### src/rtl/pf_vf_mux_pkg.sv
// rtl/pf_vf_mux_pkg.sv - routing table entry type shared with the PF/VF mux fabric
package pf_vf_mux_pkg;

   typedef struct packed {
      logic [2:0]  pf;
      logic [10:0] vf;
      logic        vf_active;
      logic [7:0]  pfvf_port;
   } t_pfvf_rtable_entry;

endpackage

### src/rtl/pf_vf_tlp_router_pkg.sv
// rtl/pf_vf_tlp_router_pkg.sv - header field offsets, wildcards and entry match helper
package pf_vf_tlp_router_pkg;
   import pf_vf_mux_pkg::*;

   localparam int PF_W        = 3;
   localparam int VF_W        = 11;
   localparam int HDR_PF_LSB  = 160;
   localparam int HDR_VF_LSB  = 163;
   localparam int HDR_VFA_BIT = 174;

   localparam logic [PF_W-1:0] PF_WILDCARD = '1;
   localparam logic [VF_W-1:0] VF_WILDCARD = '1;

   function automatic logic match_entry(input t_pfvf_rtable_entry e,
                                        input logic [PF_W-1:0]    pf,
                                        input logic [VF_W-1:0]    vf,
                                        input logic               vfa);
      return ((e.pf == PF_WILDCARD) || (e.pf == pf)) &&
             ((e.vf == VF_WILDCARD) || (e.vf == vf)) &&
             (e.vf_active == vfa);
   endfunction

endpackage

### src/rtl/axis_skid_buf.sv
// rtl/axis_skid_buf.sv - two-entry skid buffer with registered ready
// Slot A drives the output; slot B only fills when A is stalled.
module axis_skid_buf #(
   parameter int PAYLOAD_W = 8
) (
   input  logic                 clk,
   input  logic                 rst_n,
   input  logic                 in_valid,
   output logic                 in_ready,
   input  logic [PAYLOAD_W-1:0] in_payload,
   output logic                 out_valid,
   input  logic                 out_ready,
   output logic [PAYLOAD_W-1:0] out_payload
);

   logic                 a_valid, b_valid, ready_q;
   logic [PAYLOAD_W-1:0] a_data, b_data;
   logic                 in_fire, a_free, b_valid_nxt;

   assign in_fire     = in_valid & ready_q;
   assign a_free      = ~a_valid | out_ready;
   assign in_ready    = ready_q;
   assign out_valid   = a_valid;
   assign out_payload = a_data;

   always_comb begin
      b_valid_nxt = b_valid;
      if (a_free)
         b_valid_nxt = 1'b0;
      else if (in_fire)
         b_valid_nxt = 1'b1;
   end

   // ready_q tracks "B empty" one edge late, so in_fire never coincides with a full B
   always_ff @(posedge clk or negedge rst_n) begin
      if (!rst_n) begin
         a_valid <= 1'b0;
         b_valid <= 1'b0;
         ready_q <= 1'b0;
         a_data  <= '0;
         b_data  <= '0;
      end else begin
         ready_q <= ~b_valid_nxt;
         b_valid <= b_valid_nxt;
         if (a_free) begin
            if (b_valid) begin
               a_valid <= 1'b1;
               a_data  <= b_data;
            end else begin
               a_valid <= in_fire;
               if (in_fire)
                  a_data <= in_payload;
            end
         end else if (in_fire) begin
            b_data <= in_payload;
         end
      end
   end

endmodule

### src/rtl/pf_vf_tlp_router.sv
// rtl/pf_vf_tlp_router.sv - classifies host-to-AFU TLPs by PF/VF and tags them with a mux port ID
module pf_vf_tlp_router
   import pf_vf_mux_pkg::*;
   import pf_vf_tlp_router_pkg::*;
#(
   parameter int                                   NUM_ENTRIES = 4,
   parameter int                                   NID_WIDTH   = 1,
   parameter t_pfvf_rtable_entry [NUM_ENTRIES-1:0] RTABLE      = '0,
   parameter int                                   DATA_W      = 512,
   parameter int                                   USER_W      = 10,
   parameter int                                   PF_LSB      = HDR_PF_LSB,
   parameter int                                   VF_LSB      = HDR_VF_LSB,
   parameter int                                   VFA_BIT     = HDR_VFA_BIT
) (
   input  logic                 clk,
   input  logic                 rst_n,
   input  logic                 rx_tvalid,
   output logic                 rx_tready,
   input  logic [DATA_W-1:0]    rx_tdata,
   input  logic [USER_W-1:0]    rx_tuser,
   input  logic                 rx_tlast,
   output logic                 tx_tvalid,
   input  logic                 tx_tready,
   output logic [DATA_W-1:0]    tx_tdata,
   output logic [USER_W-1:0]    tx_tuser,
   output logic                 tx_tlast,
   output logic [NID_WIDTH-1:0] tx_tid,
   output logic [15:0]          miss_cnt,
   input  logic                 miss_clr
);

   localparam int PAYLOAD_W = NID_WIDTH + 1 + USER_W + DATA_W;

   logic                 in_pkt;
   logic [NID_WIDTH-1:0] route_q;
   logic [15:0]          miss_cnt_q;
   logic                 rx_fire, sop;
   logic [PF_W-1:0]      hdr_pf;
   logic [VF_W-1:0]      hdr_vf;
   logic                 hdr_vfa;
   logic                 lut_hit;
   logic [NID_WIDTH-1:0] lut_port, beat_tid;

   assign rx_fire  = rx_tvalid & rx_tready;
   assign sop      = ~in_pkt;
   assign hdr_pf   = rx_tdata[PF_LSB +: PF_W];
   assign hdr_vf   = rx_tdata[VF_LSB +: VF_W];
   assign hdr_vfa  = rx_tdata[VFA_BIT];
   assign beat_tid = sop ? lut_port : route_q;
   assign miss_cnt = miss_cnt_q;

   // Scan high to low so the lowest matching index is the one left standing
   always_comb begin
      lut_hit  = 1'b0;
      lut_port = '0;
      for (int i = NUM_ENTRIES - 1; i >= 0; i--) begin
         if (match_entry(RTABLE[i], hdr_pf, hdr_vf, hdr_vfa)) begin
            lut_hit  = 1'b1;
            lut_port = RTABLE[i].pfvf_port[NID_WIDTH-1:0];
         end
      end
   end

   always_ff @(posedge clk or negedge rst_n) begin
      if (!rst_n) begin
         in_pkt     <= 1'b0;
         route_q    <= '0;
         miss_cnt_q <= '0;
      end else begin
         if (rx_fire) begin
            in_pkt <= ~rx_tlast;
            if (sop)
               route_q <= lut_port;
         end
         if (miss_clr)
            miss_cnt_q <= '0;
         else if (rx_fire && sop && !lut_hit && (miss_cnt_q != 16'hFFFF))
            miss_cnt_q <= miss_cnt_q + 16'd1;
      end
   end

   axis_skid_buf #(
      .PAYLOAD_W (PAYLOAD_W)
   ) u_skid (
      .clk         (clk),
      .rst_n       (rst_n),
      .in_valid    (rx_tvalid),
      .in_ready    (rx_tready),
      .in_payload  ({beat_tid, rx_tlast, rx_tuser, rx_tdata}),
      .out_valid   (tx_tvalid),
      .out_ready   (tx_tready),
      .out_payload ({tx_tid, tx_tlast, tx_tuser, tx_tdata})
   );

endmodule

### config.mk
export PLATFORM = sky130hd
export DESIGN_NAME = pf_vf_tlp_router
export DESIGN_NICKNAME = d
export VERILOG_FILES = /design/src/rtl/pf_vf_mux_pkg.sv /design/src/rtl/pf_vf_tlp_router_pkg.sv /design/src/rtl/axis_skid_buf.sv /design/src/rtl/pf_vf_tlp_router.sv
export SDC_FILE = /design/constraint.sdc
export NUM_CORES = 2
export LEC_CHECK = 0
export ABC_AREA = 1
export BUFFER_PORTS_ARGS = -buffer_cell sky130_fd_sc_hd__buf_2
export CAP_MARGIN = 40
export CELL_PAD_IN_SITES_DETAIL_PLACEMENT = 0
export CELL_PAD_IN_SITES_GLOBAL_PLACEMENT = 2
export CORE_AREA = 2 2 422 424
export DETAILED_ROUTE_END_ITERATION = 16
export DIE_AREA = 0 0 424 426
export MAX_ROUTING_LAYER = met4
export PLACE_DENSITY_LB_ADDON = 0.1
export SETUP_SLACK_MARGIN = 0.4
export SYNTH_ARGS = -nofsm -noshare
export SYNTH_HDL_FRONTEND = slang
export SYNTH_SLANG_ARGS = --single-unit
### constraint.sdc
create_clock -name clk -period 2.9 [get_ports clk]
set_input_delay 0.435 -clock clk [delete_from_list [all_inputs] [get_ports clk]]
set_output_delay 0.435 -clock clk [all_outputs]
set_load 0.01 [all_outputs]
==> results.txt <==
The flow ran to the end, and the final reports show no timing, DRC or antenna violations. The path type of the worst setup path is flop to flop. The count of clock tree sinks is about 1,100. Once the floorplan was initialized, standard cells occupied roughly a quarter of the core. The number of gates resized after CTS was 0.

The fraction of the mapped netlist area in simple logic gates came out at 28.0%. In the final routed layout, each cell accounts on average for 20.6 um. The HPWL after detailed placement is 130,000 um.

The via count of the first global-routing pass is 40,500. Along the worst hold path, the cell count comes to 3. The register clock-pin slew on the reported worst setup and hold paths is 50 ps. The iteration count of the initial detailed-routing pass is 6. The synthesis-stage register bit count is 1,069. The fraction of synthesized area in multiplexers is 0%. The initial antenna violation count came out at 50. The net count after synthesis is approximately 5,800.

The post-layout utilization of the core is 35.5%. The die covers around 180,000 sq um. The detail route stage leaves a number of antenna-violating nets equal to 0. The number of buffers inserted during clock tree synthesis is 138. The post-CTS repair timing setup buffer count came out at 0. Summed over all nets, the switching power comes to about 18 mW. The post-detailed-route via-to-cell ratio came out at 4.39. For this block, the initial DRC count from the detailed router was 2,569.

The H-tree depth is 4. By area, the combinational part of the netlist is dominated by simple AND/OR/NAND/NOR gates. In this run switching power makes up 34.0% of total power. Static timing analysis puts the maximum clock frequency at 462 MHz. The part of the power in registers came out at a little over two fifths. The global router's overall resource usage is 21.2%. The final-report max-slew violation count came to 0. The number of library cell types mapped by synthesis came out at 24.

The count of cells along the worst register-to-register path came out at 4. The number of I/O pins is roughly 1,100. The tool flagged a number of max-cap violations equal to 0.

The fraction of the yosys area taken by sequential cells came out at 60.4%. The signal on the critical path passes through inv_8 > buf_12 > nand2_1 > a31oi_1. Before CTS, the worst setup slack after placement is 717 ps. The arrival time at the worst endpoint came out at ~2800 ps. The clock network latency to the later pin of the worst-skew pair came out at 780 ps. Of all nets on the critical path, the largest fanout is 161.

After synthesis, the cell types taking the most area are sky130_fd_sc_hd__dfrtp_1, sky130_fd_sc_hd__nand2_1, sky130_fd_sc_hd__a31oi_1. The total number of yosys warnings came out at 0. Cells with a size suffix above 1 make up 20.3% of the layout. In this run the deepest clock path goes through 3 buffers.

The tree is rooted in a sky130_fd_sc_hd__clkbuf_16. The first global-routing pass estimated ~280,000 um of wire. The worst min-delay path class is input pin to flop. The xor and xnor fraction of the mapped netlist area came out at 0.119%. The data required time at the worst endpoint is 3570 ps. The reported leakage power is 30.6 nW. The number of buffers added on ports came out at 1,069. The worst clock skew came out at 33.2 ps.

Entering global routing, the biggest net connects 162 pins. The total via count after detailed routing came out at 40,500. The number of instances in the synthesized netlist came out at 5,268. Summed over all instances, the cell type with the most area after synthesis is sky130_fd_sc_hd__dfrtp_1. The synthesized area came out at about 44,000 sq um. The power density relative to cell area is 838 nW/um^2. Setup slack on the critical path of the routed design comes to 734 ps. Of the total power, combinational logic draws 25.6%.

Compared with the post-synthesis result, the final layout area differs by 40.9%. VDD sags by at most ~0.0005 V. Setup repair after global routing left no endpoint under its margin. The total wire length is 190,000 um. The number of rows in the core area came out at 154. The horizontal die dimension came out at 424 um. At the pin with the least slew margin, the transition time is 978 ps. The weighted congestion reported at the end of routability-driven placement is 0.834. The element type at the critical path end is a flop. The complex-gate fraction of the synthesized area came out at 7.51%. STA classifies the critical path startpoint as a flop. The final net count came out at 7,302. The number of hold violations in the final report is 0. The total grt overflow came out at 0. The core footprint is 176,000 sq um. The height of the chip came out at approximately 430 um.

The mean instance size in the synthesized netlist came out at 8.41 sq um. Once placement completed, the tool counted placed cells totaling 8,449. The delay contributed by the slowest stage of the critical path came out at 610 ps. After layout, the design draws a total of 52.3 mW.

The finished layout cell area came out at ~62,000 sq um. The post-route fraction of the period consumed by the critical path came out at 74.7%. The internal cell power is 34.6 mW.

TritonCTS built the clock tree. The tightest slew margin relative to the limit came out at 34.8%. The summed negative setup slack over all endpoints is 0 ps. The number of setup violations in the final report came out at 0. The slowest stage of the critical path belongs to the cell sky130_fd_sc_hd__buf_12. The adder and majority cell fraction of the synthesized area is 0.0282%.

The worst path needs ~2200 ps of the cycle, external delays included. The count of non-filler cells in the finished layout came out at 9,238. Summed over its instances, the top area cell type makes up ~60% of the synthesized netlist area.

The minimum hold slack is around 58 ps. The placed instances occupy a cell area of 52,800 sq um. The part of the total power dissipated in the clock network came out at approximately 32%.

The final routed DRC violation total came out at 0.
[critical path: cells and delay by family, from the launching register on]
family / cells / cell delay [ps]
AND/OR/NAND/NOR: 1 / 350
buffers and inverters: 2 / 780
AO/OA/AOI/OAI: 1 / 260
flip-flops: 1 / 510
[final timing paths]
check                             startpoint                 endpoint  slack, ps
max reg2reg                   u_skid.b_valid  u_skid.out_payload[168]        730
max                           u_skid.b_valid  u_skid.out_payload[168]        730
min reg2reg                u_skid.b_data[69]        u_skid.b_data[69]        470
min in group asynchronous              rst_n  u_skid.out_payload[203]        260
min                            rx_tdata[168]       u_skid.b_data[168]         60
max in group asynchronous              rst_n  u_skid.out_payload[310]       1570
[cell usage after synthesis]
library cell               number
sky130_fd_sc_hd__nand2_1     2689
sky130_fd_sc_hd__dfrtp_1     1069
sky130_fd_sc_hd__nor2_1       562
sky130_fd_sc_hd__a31oi_1      523
sky130_fd_sc_hd__buf_2        221
sky130_fd_sc_hd__clkbuf_1     105
sky130_fd_sc_hd__nand3_1       22
sky130_fd_sc_hd__inv_1         18
sky130_fd_sc_hd__buf_4         14
sky130_fd_sc_hd__o21ai_0        8
sky130_fd_sc_hd__buf_1          6
sky130_fd_sc_hd__xor2_1         5
sky130_fd_sc_hd__buf_6          4
sky130_fd_sc_hd__inv_2          4
sky130_fd_sc_hd__nand4_1        4
sky130_fd_sc_hd__nor2_2         3
sky130_fd_sc_hd__nand2_2        2
sky130_fd_sc_hd__nor3_1         2
sky130_fd_sc_hd__o21bai_1       2
sky130_fd_sc_hd__clkinv_1       1
sky130_fd_sc_hd__ha_1           1
sky130_fd_sc_hd__nand3_4        1
sky130_fd_sc_hd__nor3b_1        1
sky130_fd_sc_hd__xnor2_1        1
[timing repair]
item                        CTS  global route
hold buffers                524             0
hold endpoints to repair   1075             0
setup endpoints to repair     0             0
[layer usage]
| metal | track usage, % | up-vias | part of all wire (%) | wire (um) |
|---|---|---|---|---|
| met2 | 35.3 | 974 | 50 | 94500 |
| met3 | 4.61 | 338 | 4.9 | 9360 |
| met5 | - | - | 0 | 0 |
| met4 | 9.38 | 0 | 4.7 | 8930 |
| li1 | - | 19800 | - | - |
| met1 | 24.5 | 19400 | 41 | 77500 |
[cell families after synthesis]
group,after synthesis
buffers and inverters,373
adder cells (fa/ha/maj),1
XOR/XNOR,6
flip-flops,1069
AO/OA/AOI/OAI,533
AND/OR/NAND/NOR,3286
[power groups by stage]
stage / Combinational [mW] / Sequential [mW] / Clock, mW
2_1_floorplan: 5.65 / 22.9 / 0
3_3_place_gp: 13.0 / 22.3 / 0
3_5_place_dp: 13.1 / 22.3 / 0
4_1_cts: 13.8 / 22.1 / 17.4
5_1_grt: 15.0 / 22.7 / 18.0
6_report: 13.4 / 22.1 / 16.8
[cell usage in the layout, fill, tap and decap left out, types with 2 or more instances in the layout]
cell and instances:
sky130_fd_sc_hd__nor2_2 2, sky130_fd_sc_hd__clkinv_8 3, sky130_fd_sc_hd__dlygate4sd3_1 524, sky130_fd_sc_hd__o21ai_0 8
sky130_fd_sc_hd__a31oi_1 523, sky130_fd_sc_hd__nor2_1 562, sky130_fd_sc_hd__dfrtp_1 1068, sky130_fd_sc_hd__nand4_1 4
sky130_fd_sc_hd__buf_12 71, sky130_fd_sc_hd__diode_2 32, sky130_fd_sc_hd__buf_2 1068, sky130_fd_sc_hd__inv_1 18
sky130_fd_sc_hd__clkinv_2 11, sky130_fd_sc_hd__bufinv_16 2, sky130_fd_sc_hd__buf_4 51, sky130_fd_sc_hd__nor3_1 2
sky130_fd_sc_hd__nand3_1 22, sky130_fd_sc_hd__xor2_1 5, sky130_fd_sc_hd__inv_6 4, sky130_fd_sc_hd__inv_8 3
sky130_fd_sc_hd__nand2_2 2, sky130_fd_sc_hd__nand2_1 2689, sky130_fd_sc_hd__o21bai_1 2, sky130_fd_sc_hd__clkbuf_8 28
sky130_fd_sc_hd__clkbuf_1 41, sky130_fd_sc_hd__clkbuf_16 144
[registers in the layout, indices dropped and copies added (netlist names)]
register and flops:
in_pkt 1, miss_cnt 16, route_q 1, u_skid.b_data 524, u_skid.b_valid 1, u_skid.in_ready 1, u_skid.out_payload 524, u_skid.out_valid 1
[cell type report]
class | count | area [sq um]
timing repair buffer | 1715 | 12400
clock inverter | 20 | 199
fill | 18900 | 113000
tap | 2340 | 2930
multi-input combinational | 3826 | 15800
inverter | 23 | 109
sequential | 1069 | 26800
clock buffer | 213 | 4140
antenna | 32 | 80.1
No activity file was read; power rests on OpenSTA's default activity.
